## config.mk

```make
export PLATFORM = sky130hd
export DESIGN_NAME = mask_stream_apply
export DESIGN_NICKNAME = d
export VERILOG_FILES = /design/src/rtl/mask_stream_apply.sv
export SDC_FILE = /design/constraint.sdc
export NUM_CORES = 1
export LEC_CHECK = 0
export BUFFER_PORTS_ARGS = -buffer_cell sky130_fd_sc_hd__buf_4
export CAP_MARGIN = 20
export CORE_MARGIN = 2
export CORE_UTILIZATION = 50
export CTS_BUF_LIST = sky130_fd_sc_hd__clkbuf_8
export DETAILED_ROUTE_END_ITERATION = 8
export GPL_TIMING_DRIVEN = 0
export PLACE_DENSITY = 0.81
export RECOVER_POWER = 25
export REMOVE_ABC_BUFFERS = 1
export SYNTH_ARGS = -nofsm -noshare
export SYNTH_HDL_FRONTEND = slang
export SYNTH_SLANG_ARGS = --single-unit
export TNS_END_PERCENT = 30
```

## constraint.sdc

```tcl
create_clock -name clk -period 2.4 [get_ports clk]
set_input_delay 0.24 -clock clk [delete_from_list [all_inputs] [get_ports clk]]
set_output_delay 0.24 -clock clk [all_outputs]
set_load 0.05 [all_outputs]
```

## src/rtl/mask_stream_apply.sv

```systemverilog
`default_nettype none
// ============================================================================
//  Module      : mask_stream_apply
//  Description : Streaming front-end for the mask ROM. Accepts RGB444 camera
//                pixels in raster order, tracks the (row,col) position of each
//                pixel, drives the combinational mask ROM address and registers
//                the masked pixel for the downstream frame-buffer writer.
//
//  Ports
//    clk        : system clock, all logic on the rising edge
//    rst        : synchronous, active-high reset
//    in_valid   : input pixel valid
//    in_ready   : block can accept an input pixel this cycle
//    in_sof     : in_pixel is the first pixel of a frame (row 0, col 0)
//    in_pixel   : input pixel, {R[11:8], G[7:4], B[3:0]}
//    rom_row    : mask ROM row address
//    rom_col    : mask ROM column address
//    rom_data   : mask ROM colour data, valid in the same cycle as the address
//    blend_sel  : (MASK_BLEND_EN only) 1 = average pixel and mask per channel,
//                 0 = bitwise AND; sampled on accept
//    out_valid  : masked pixel valid
//    out_ready  : downstream accepts the pixel
//    out_pixel  : masked pixel
//    out_eol    : out_pixel is the last pixel of a line
//    out_eof    : out_pixel is the last pixel of a frame
//    sync_err   : sticky, in_sof was seen while the counters were not at (0,0)
//
//  Build option
//    MASK_BLEND_EN : when defined, adds blend_sel and the per-channel
//                    averaging datapath. Undefined builds are AND-only.
//
//  Revision    : 1.0 - initial release
// ============================================================================
module mask_stream_apply #(
    parameter int IMG_W = 160,
    parameter int IMG_H = 120,
    parameter int COL_W = 8,
    parameter int ROW_W = 7,
    parameter int PIX_W = 12
) (
    input  logic             clk,
    input  logic             rst,
    input  logic             in_valid,
    output logic             in_ready,
    input  logic             in_sof,
    input  logic [PIX_W-1:0] in_pixel,
    output logic [ROW_W-1:0] rom_row,
    output logic [COL_W-1:0] rom_col,
    input  logic [PIX_W-1:0] rom_data,
`ifdef MASK_BLEND_EN
    input  logic             blend_sel,
`endif
    output logic             out_valid,
    input  logic             out_ready,
    output logic [PIX_W-1:0] out_pixel,
    output logic             out_eol,
    output logic             out_eof,
    output logic             sync_err
);

    localparam logic [COL_W-1:0] C_COL_LAST = COL_W'(IMG_W - 1);
    localparam logic [ROW_W-1:0] C_ROW_LAST = ROW_W'(IMG_H - 1);
    localparam logic [COL_W-1:0] C_COL_ONE  = COL_W'(1);
    localparam logic [ROW_W-1:0] C_ROW_ONE  = ROW_W'(1);

    // ------------------------------------------------------------------
    // Registered state
    // ------------------------------------------------------------------
    logic             r_out_valid;
    logic [PIX_W-1:0] r_out_pixel;
    logic             r_out_eol;
    logic             r_out_eof;
    logic             r_sync_err;
    logic [ROW_W-1:0] r_row;
    logic [COL_W-1:0] r_col;

    // ------------------------------------------------------------------
    // Handshake
    // ------------------------------------------------------------------
    logic w_accept;
    logic w_transfer;
    logic w_sof;

    // The single output register can be refilled in the same cycle it is
    // drained, which gives full throughput without a skid buffer.
    assign in_ready   = !r_out_valid || out_ready;
    assign w_accept   = in_valid && in_ready;
    assign w_transfer = r_out_valid && out_ready;
    assign w_sof      = in_valid && in_sof;

    // ------------------------------------------------------------------
    // Position of the pixel currently presented. A start-of-frame pixel is
    // always treated as (0,0), regardless of where the counters are.
    // ------------------------------------------------------------------
    logic [ROW_W-1:0] w_cur_row;
    logic [COL_W-1:0] w_cur_col;
    logic             w_col_last;
    logic             w_row_last;
    logic [ROW_W-1:0] w_next_row;
    logic [COL_W-1:0] w_next_col;
    logic             w_at_origin;

    assign w_cur_row   = w_sof ? '0 : r_row;
    assign w_cur_col   = w_sof ? '0 : r_col;
    assign w_col_last  = (w_cur_col == C_COL_LAST);
    assign w_row_last  = (w_cur_row == C_ROW_LAST);
    assign w_at_origin = (r_row == '0) && (r_col == '0);

    // Raster advance: wrap the column at end of line, wrap the frame at the
    // last pixel. Counters therefore never leave the ROM address range.
    always_comb begin
        w_next_row = w_cur_row;
        w_next_col = w_cur_col + C_COL_ONE;
        if (w_col_last) begin
            w_next_col = '0;
            w_next_row = w_row_last ? '0 : (w_cur_row + C_ROW_ONE);
        end
    end

    assign rom_row = w_cur_row;
    assign rom_col = w_cur_col;

    // ------------------------------------------------------------------
    // Masking datapath
    // ------------------------------------------------------------------
    logic [PIX_W-1:0] w_and_pixel;
    logic [PIX_W-1:0] w_masked;

    assign w_and_pixel = in_pixel & rom_data;

`ifdef MASK_BLEND_EN
    localparam int C_NUM_CH = PIX_W / 4;

    logic [PIX_W-1:0] w_blend_pixel;

    // Per-channel average: 5-bit sum keeps the carry, the shift drops the
    // LSB (truncating rather than rounding).
    generate
        for (genvar g_ch = 0; g_ch < C_NUM_CH; g_ch++) begin : g_blend_ch
            logic [4:0] w_sum;
            assign w_sum = {1'b0, in_pixel[g_ch*4 +: 4]} + {1'b0, rom_data[g_ch*4 +: 4]};
            assign w_blend_pixel[g_ch*4 +: 4] = w_sum[4:1];
        end
        if ((PIX_W % 4) != 0) begin : g_blend_rem
            // Bits that do not form a full channel fall back to AND.
            assign w_blend_pixel[PIX_W-1:C_NUM_CH*4] = w_and_pixel[PIX_W-1:C_NUM_CH*4];
        end
    endgenerate

    assign w_masked = blend_sel ? w_blend_pixel : w_and_pixel;
`else
    assign w_masked = w_and_pixel;
`endif

    // ------------------------------------------------------------------
    // Output register, counters and sticky error
    // ------------------------------------------------------------------
    always_ff @(posedge clk) begin
        if (rst) begin
            r_out_valid <= 1'b0;
            r_out_pixel <= '0;
            r_out_eol   <= 1'b0;
            r_out_eof   <= 1'b0;
            r_sync_err  <= 1'b0;
            r_row       <= '0;
            r_col       <= '0;
        end else begin
            if (w_accept) begin
                r_out_valid <= 1'b1;
                r_out_pixel <= w_masked;
                r_out_eol   <= w_col_last;
                r_out_eof   <= w_col_last && w_row_last;
                r_row       <= w_next_row;
                r_col       <= w_next_col;
                if (w_sof && !w_at_origin) begin
                    r_sync_err <= 1'b1;
                end
            end else if (w_transfer) begin
                r_out_valid <= 1'b0;
            end
        end
    end

    assign out_valid = r_out_valid;
    assign out_pixel = r_out_pixel;
    assign out_eol   = r_out_eol;
    assign out_eof   = r_out_eof;
    assign sync_err  = r_sync_err;

endmodule
`default_nettype wire

```

After elaboration in Yosys (flattened, before gate mapping)

Cells that the tools add are included.

Bitwise gates (word level): 1
Divide/modulo/power cells: 0
Add/sub/neg operators: 2
Shift operators: 0
Multiplexer cells: 7
Multipliers: 0
Order comparisons: 0
Reductions and logical operators: 13
Eq/ne operators: 2

Operator list:

| cell                                         | number |
|---|---|
| two-way mux 7 bit                            | 3 |
| two-way mux 8 bit                            | 2 |
| bitwise AND 12 bit                           | 1 |
| adder 8 x 1 -> 8 bit (second input constant) | 1 |
| == test 8 bit (second input constant)        | 1 |
| logical NOT 8 bit                            | 1 |
| adder 7 x 1 -> 7 bit (second input constant) | 1 |
| == test 7 bit (second input constant)        | 1 |
| logical NOT 7 bit                            | 1 |
| logical AND 1 bit                            | 6 |
| logical NOT 1 bit                            | 2 |
| two-way mux 1 bit                            | 2 |
| AND reduction 2 bit                          | 1 |
| nonzero test 2 bit                           | 1 |
| logical OR 1 bit                             | 1 |

Bits in read-only memories: 0
Memory bits (writable): 0
Memories kept: 0
Register bits after elaboration: 31
Bits in latches: 0

Depth between registers and ports, before layout

Depth after elaboration: 5
Depth in mapped cells: 11
Mapped depth without buffers: 7

Least setup slack after synthesis

OpenSTA, ideal clock, no wires.

Path type: input to register
Start: in in_valid
End: reg r_row[6]
Data arrival time: 2555 ps
Buffers on the path: 3
Data required time: 2330 ps
Stages: 10
Setup time: 70 ps
Path slack: -226 ps
Path through: nand2_1 > clkbuf_1 > clkbuf_1 > and2_1 > ha_1 > and4_1 > buf_6 > nand2_2 > or4_1 > a21oi_1

Elaborated cells on any way between the ends: 9
Those cells by class: add/sub (1); eq/ne (2); mux (4); reduce/logical (2)

RTL lines:

| element                | line | text |
|---|---|---|
| start: declaration     | 43   | `input logic in_valid,` |
| logical AND 1 bit      | 89   | `assign w_sof = in_valid && in_sof;` |
| two-way mux 8 bit      | 104  | `assign w_cur_col = w_sof ? '0 : r_col;` |
| named net rom_col[1]   | 48   | `output logic [COL_W-1:0] rom_col,` |
| == test 8 bit          | 105  | `assign w_col_last = (w_cur_col == C_COL_LAST);` |
| two-way mux 7 bit      | 114  | `if (w_col_last) begin` |
| end signal: assignment | 173  | `r_row <= w_next_row;` |
| end: declaration       | 74   | `logic [ROW_W-1:0] r_row;` |

The timed path passes the listed nets, and every way through them passes these cells.
A chain may end at the register's enable or synchronous reset.

Worst setup path after layout

Start: reg r_out_valid (netlist: out_valid)
End: reg r_col[5]

Word-level cells in the longest chain between the ends: 3

RTL lines:

| element                  | line | text |
|---|---|---|
| start: declaration       | 69   | `logic r_out_valid;` |
| start signal: assignment | 160  | `r_out_valid <= 1'b0;` |
| start signal: assignment | 169  | `r_out_valid <= 1'b1;` |
| start signal: assignment | 179  | `r_out_valid <= 1'b0;` |
| logical NOT 1 bit        | 86   | `assign in_ready = !r_out_valid \|\| out_ready;` |
| logical OR 1 bit         | 86   |  |
| logical AND 1 bit        | 87   | `assign w_accept = in_valid && in_ready;` |
| end signal: assignment   | 174  | `r_col <= w_next_col;` |
| end: declaration         | 75   | `logic [COL_W-1:0] r_col;` |

Every way passes these cells.

==> summary.txt <==
Run status
  – Status: complete, no violations

Worst setup path
  – Critical Path RT: 2600 ps
  – Worst stage delay on the critical path: about 540 ps
  – Cell family with most CP delay: simple AND/OR/NAND/NOR gates
  – Setup crit start kind: flop
  – CP max FO: 27
  – Setup Crit Path Kind: reg -> reg
  – CP Cell Sequence: and2b_1 > inv_1 > nand2_1 > o31a_1 > a311oi_2
  – Worst path bufs/invs: 1
  – Reg-to-reg setup timing slack: 320 ps
  – Data arrival, critical path: ~2300 ps
  – Slowest cell on the critical path: nand2_1
  – Setup crit end kind: flop

Global route
  – Initial antenna violation count: 0
  – Tot GR Track Use: 0.2434
  – First-pass GRT wire length: 6637 um
  – Largest net degree at the start of global routing: 35
  – Vias in the first global route: 1382
  – Grt ovf: 0

Synth
  – Cells after Synth: 206
  – Yosys reg bits: 31
  – Yosys warning total: 0
  – Avg Inst Size Synth: a little under 8 um2
  – Most numerous cell in the Yosys netlist: dfxtp_1
  – Synth Flop Type: dfxtp_1
  – EDFF count, synth: 0
  – Synth top cells by count: 31 x dfxtp_1, 29 x a21oi_1, 26 x nand2_1
  – Seq/Total Area, Yosys: 0.3875
  – Async S/R FF share, synth: 0
  – Synth Cell Area: ~1600 um2
  – Post-synth top area share: 0.3875
  – Cell taking the most area after synthesis: dfxtp_1
  – Yosys cell types: 37
  – Synth area leaders: dfxtp_1 39%, a21oi_1 9.1%, nand2_1 6.1%

Clock network
  – Post-CTS Repair Setup Buffers: 0
  – CTS tree: built
  – Reg clk slew, reported paths: 60 ps
  – Max Buffers Root-to-Sink: 2
  – CTS Sinks: 31
  – Cts bufs inserted: 5
  – Clock latency on the worst-skew pair: 290 ps
  – H-tree depth: 2
  – CTS root buffer: clkbuf_8

Route
  – ANT nets after route: 0
  – First-pass iteration count of the detailed router: 4
  – DR vias/cell: roughly 5.7
  – Initial DRC count: 87
  – Post-route DRC: 0
  – Vias post-DR: 1713
  – WL/cell: ~14 um
  – Total detailed-routing wirelength: 4292 um

Worst hold path
  – Hold crit path type: in -> reg

Pwr
  – Worst IR drop on VDD: 0.3891 mV
  – Leakage power: 0.8178 nW
  – Power after layout: 0.001110 W
  – Pwr per Cell Area: 535.8 nW/um2

STA
  – Post-Route Hold Slack: 212.9 ps
  – Setup violations, final: 0
  – Slew Viols, Final: 0
  – Final Worst Setup Slack: 324.8 ps
  – Tcrit/Tclk final: 0.8646
  – Setup TNS: 0 ps
  – Final hold vios: 0
  – Worst Max-Slew Pin Slew: 934.5 ps
  – Worst Clk Skew: 3.147 ps
  – Relative slew margins: 0.3763
  – Final min period: between 2000 and 2500 ps
  – Fmax: 0.4819 GHz
  – RSZ-0062 raised after global routing: no

Cells and area
  – Antenna Cells: 0
  – Share of layout cells above drive strength 1: 0.2278
  – Fin cells: 303
  – Area Growth Syn to Fin: 29.38%
  – Fillers: a little under 300
  – Final net count: 290

Floorplan
  – Core area: 3053 um2
  – FP Rows: 20
  – Die Area: roughly 3700 um2
  – Starting Density: 0.5246
  – Die Ht: 60.60 um
  – Die W: 60.60 um
  – # IOs: 61

Placed design
  – Detail Placement HPWL: 2889 um
  – Routability cong.: just under 0.9
  – Pre-CTS WS: -142.8 ps
  – Port Buffers: 60
  – Inst Count DP: roughly 300

Job
  – Max Cap Viol: 0
==> final timing paths <==
kind                startpoint            to  cells past startpoint
setup / recovery     out_valid      r_col[5]                      5
hold / removal     rom_data[3]  out_pixel[3]                      3
setup reg to reg     out_valid      r_col[5]                      5
hold reg to reg   out_pixel[3]  out_pixel[3]                      2
==> registers in the layout (all words and copies together), names as in the netlist <==
| name | count |
|---|---|
| out_eof | 1 |
| sync_err | 1 |
| out_eol | 1 |
| out_valid | 1 |
| r_row | 7 |
| out_pixel | 12 |
| r_col | 8 |
==> cell families after synthesis <==
family,share of synthesized area
buf+inv,0.05859
simple gates,0.3445
fa+ha+maj,0.01562
flops,0.3875
compound gates,0.1883
xor+xnor,0.005470
==> per-stage QoR <==
stage,cell area [um2],utilization
6_report,2072,0.6787
5_1_grt,2072,0.6787
4_1_cts,2122,0.6951
3_5_place_dp,2034,0.6664
3_3_place_gp,2032,0.6656
2_1_floorplan,1526,-
==> area by class of cell <==
class	instances	area (um2)	area share
sequential	31	620.6	0.2995
timing repair buffer	60	397.9	0.1920
clock inverter	1	5.005	0.002415
multi-input combinational	156	892.1	0.4306
clock buffer	6	82.58	0.03986
tap	44	55.05	0.02657
inverter	5	18.77	0.009058
==> power breakdown <==
group / leakage (nW) / switching (W) / internal (W) / total, W
Clock: 0.0470 / 0.000191 / 0.000224 / 0.000416
Sequential: 0.251 / 0.00000700 / 0.000526 / 0.000533
Combinational: 0.519 / 0.000107 / 0.0000538 / 0.000161
==> placed cells by master, fill, tap and decap left out, types with 3 or more instances in the layout <==
| cell | netlist | routed |
|---|---|---|
| nand3_1 | 19 | 19 |
| buf_4 | 0 | 46 |
| o21ai_0 | 9 | 9 |
| a31oi_1 | 5 | 5 |
| and4_1 | 3 | 3 |
| inv_1 | 4 | 5 |
| and3_1 | 3 | 3 |
| clkbuf_1 | 9 | 14 |
| a21oi_1 | 29 | 29 |
| nor2_1 | 7 | 6 |
| or3_1 | 4 | 4 |
| nand2_1 | 26 | 25 |
| nor4_1 | 5 | 5 |
| nand4_1 | 8 | 8 |
| dfxtp_1 | 31 | 31 |
| clkbuf_8 | 0 | 6 |
| and2_1 | 15 | 15 |
==> timing repair <==
item                                    4_1_cts  5_1_grt
endpoints found under the setup margin        0        1
resized for setup                             0        1
hold buffers                                  0        0
==> routing by layer <==
layer / global-route usage / part of all wire
met1: 0.3303 / 0.42
met5: 0 / 0
met3: 0.08316 / 0.070
met2: 0.3625 / 0.49
met4: 0.08385 / 0.017
==> worst reg2reg max path, delay by kind of cell, from the launching register on <==
| kind | cells | cell delay, ps |
|---|---|---|
| flops | 1 | 300 |
| simple gates | 2 | 770 |
| compound gates | 2 | 730 |
| buf+inv | 1 | 190 |
Note: power is estimated with default switching activity, not from simulation.
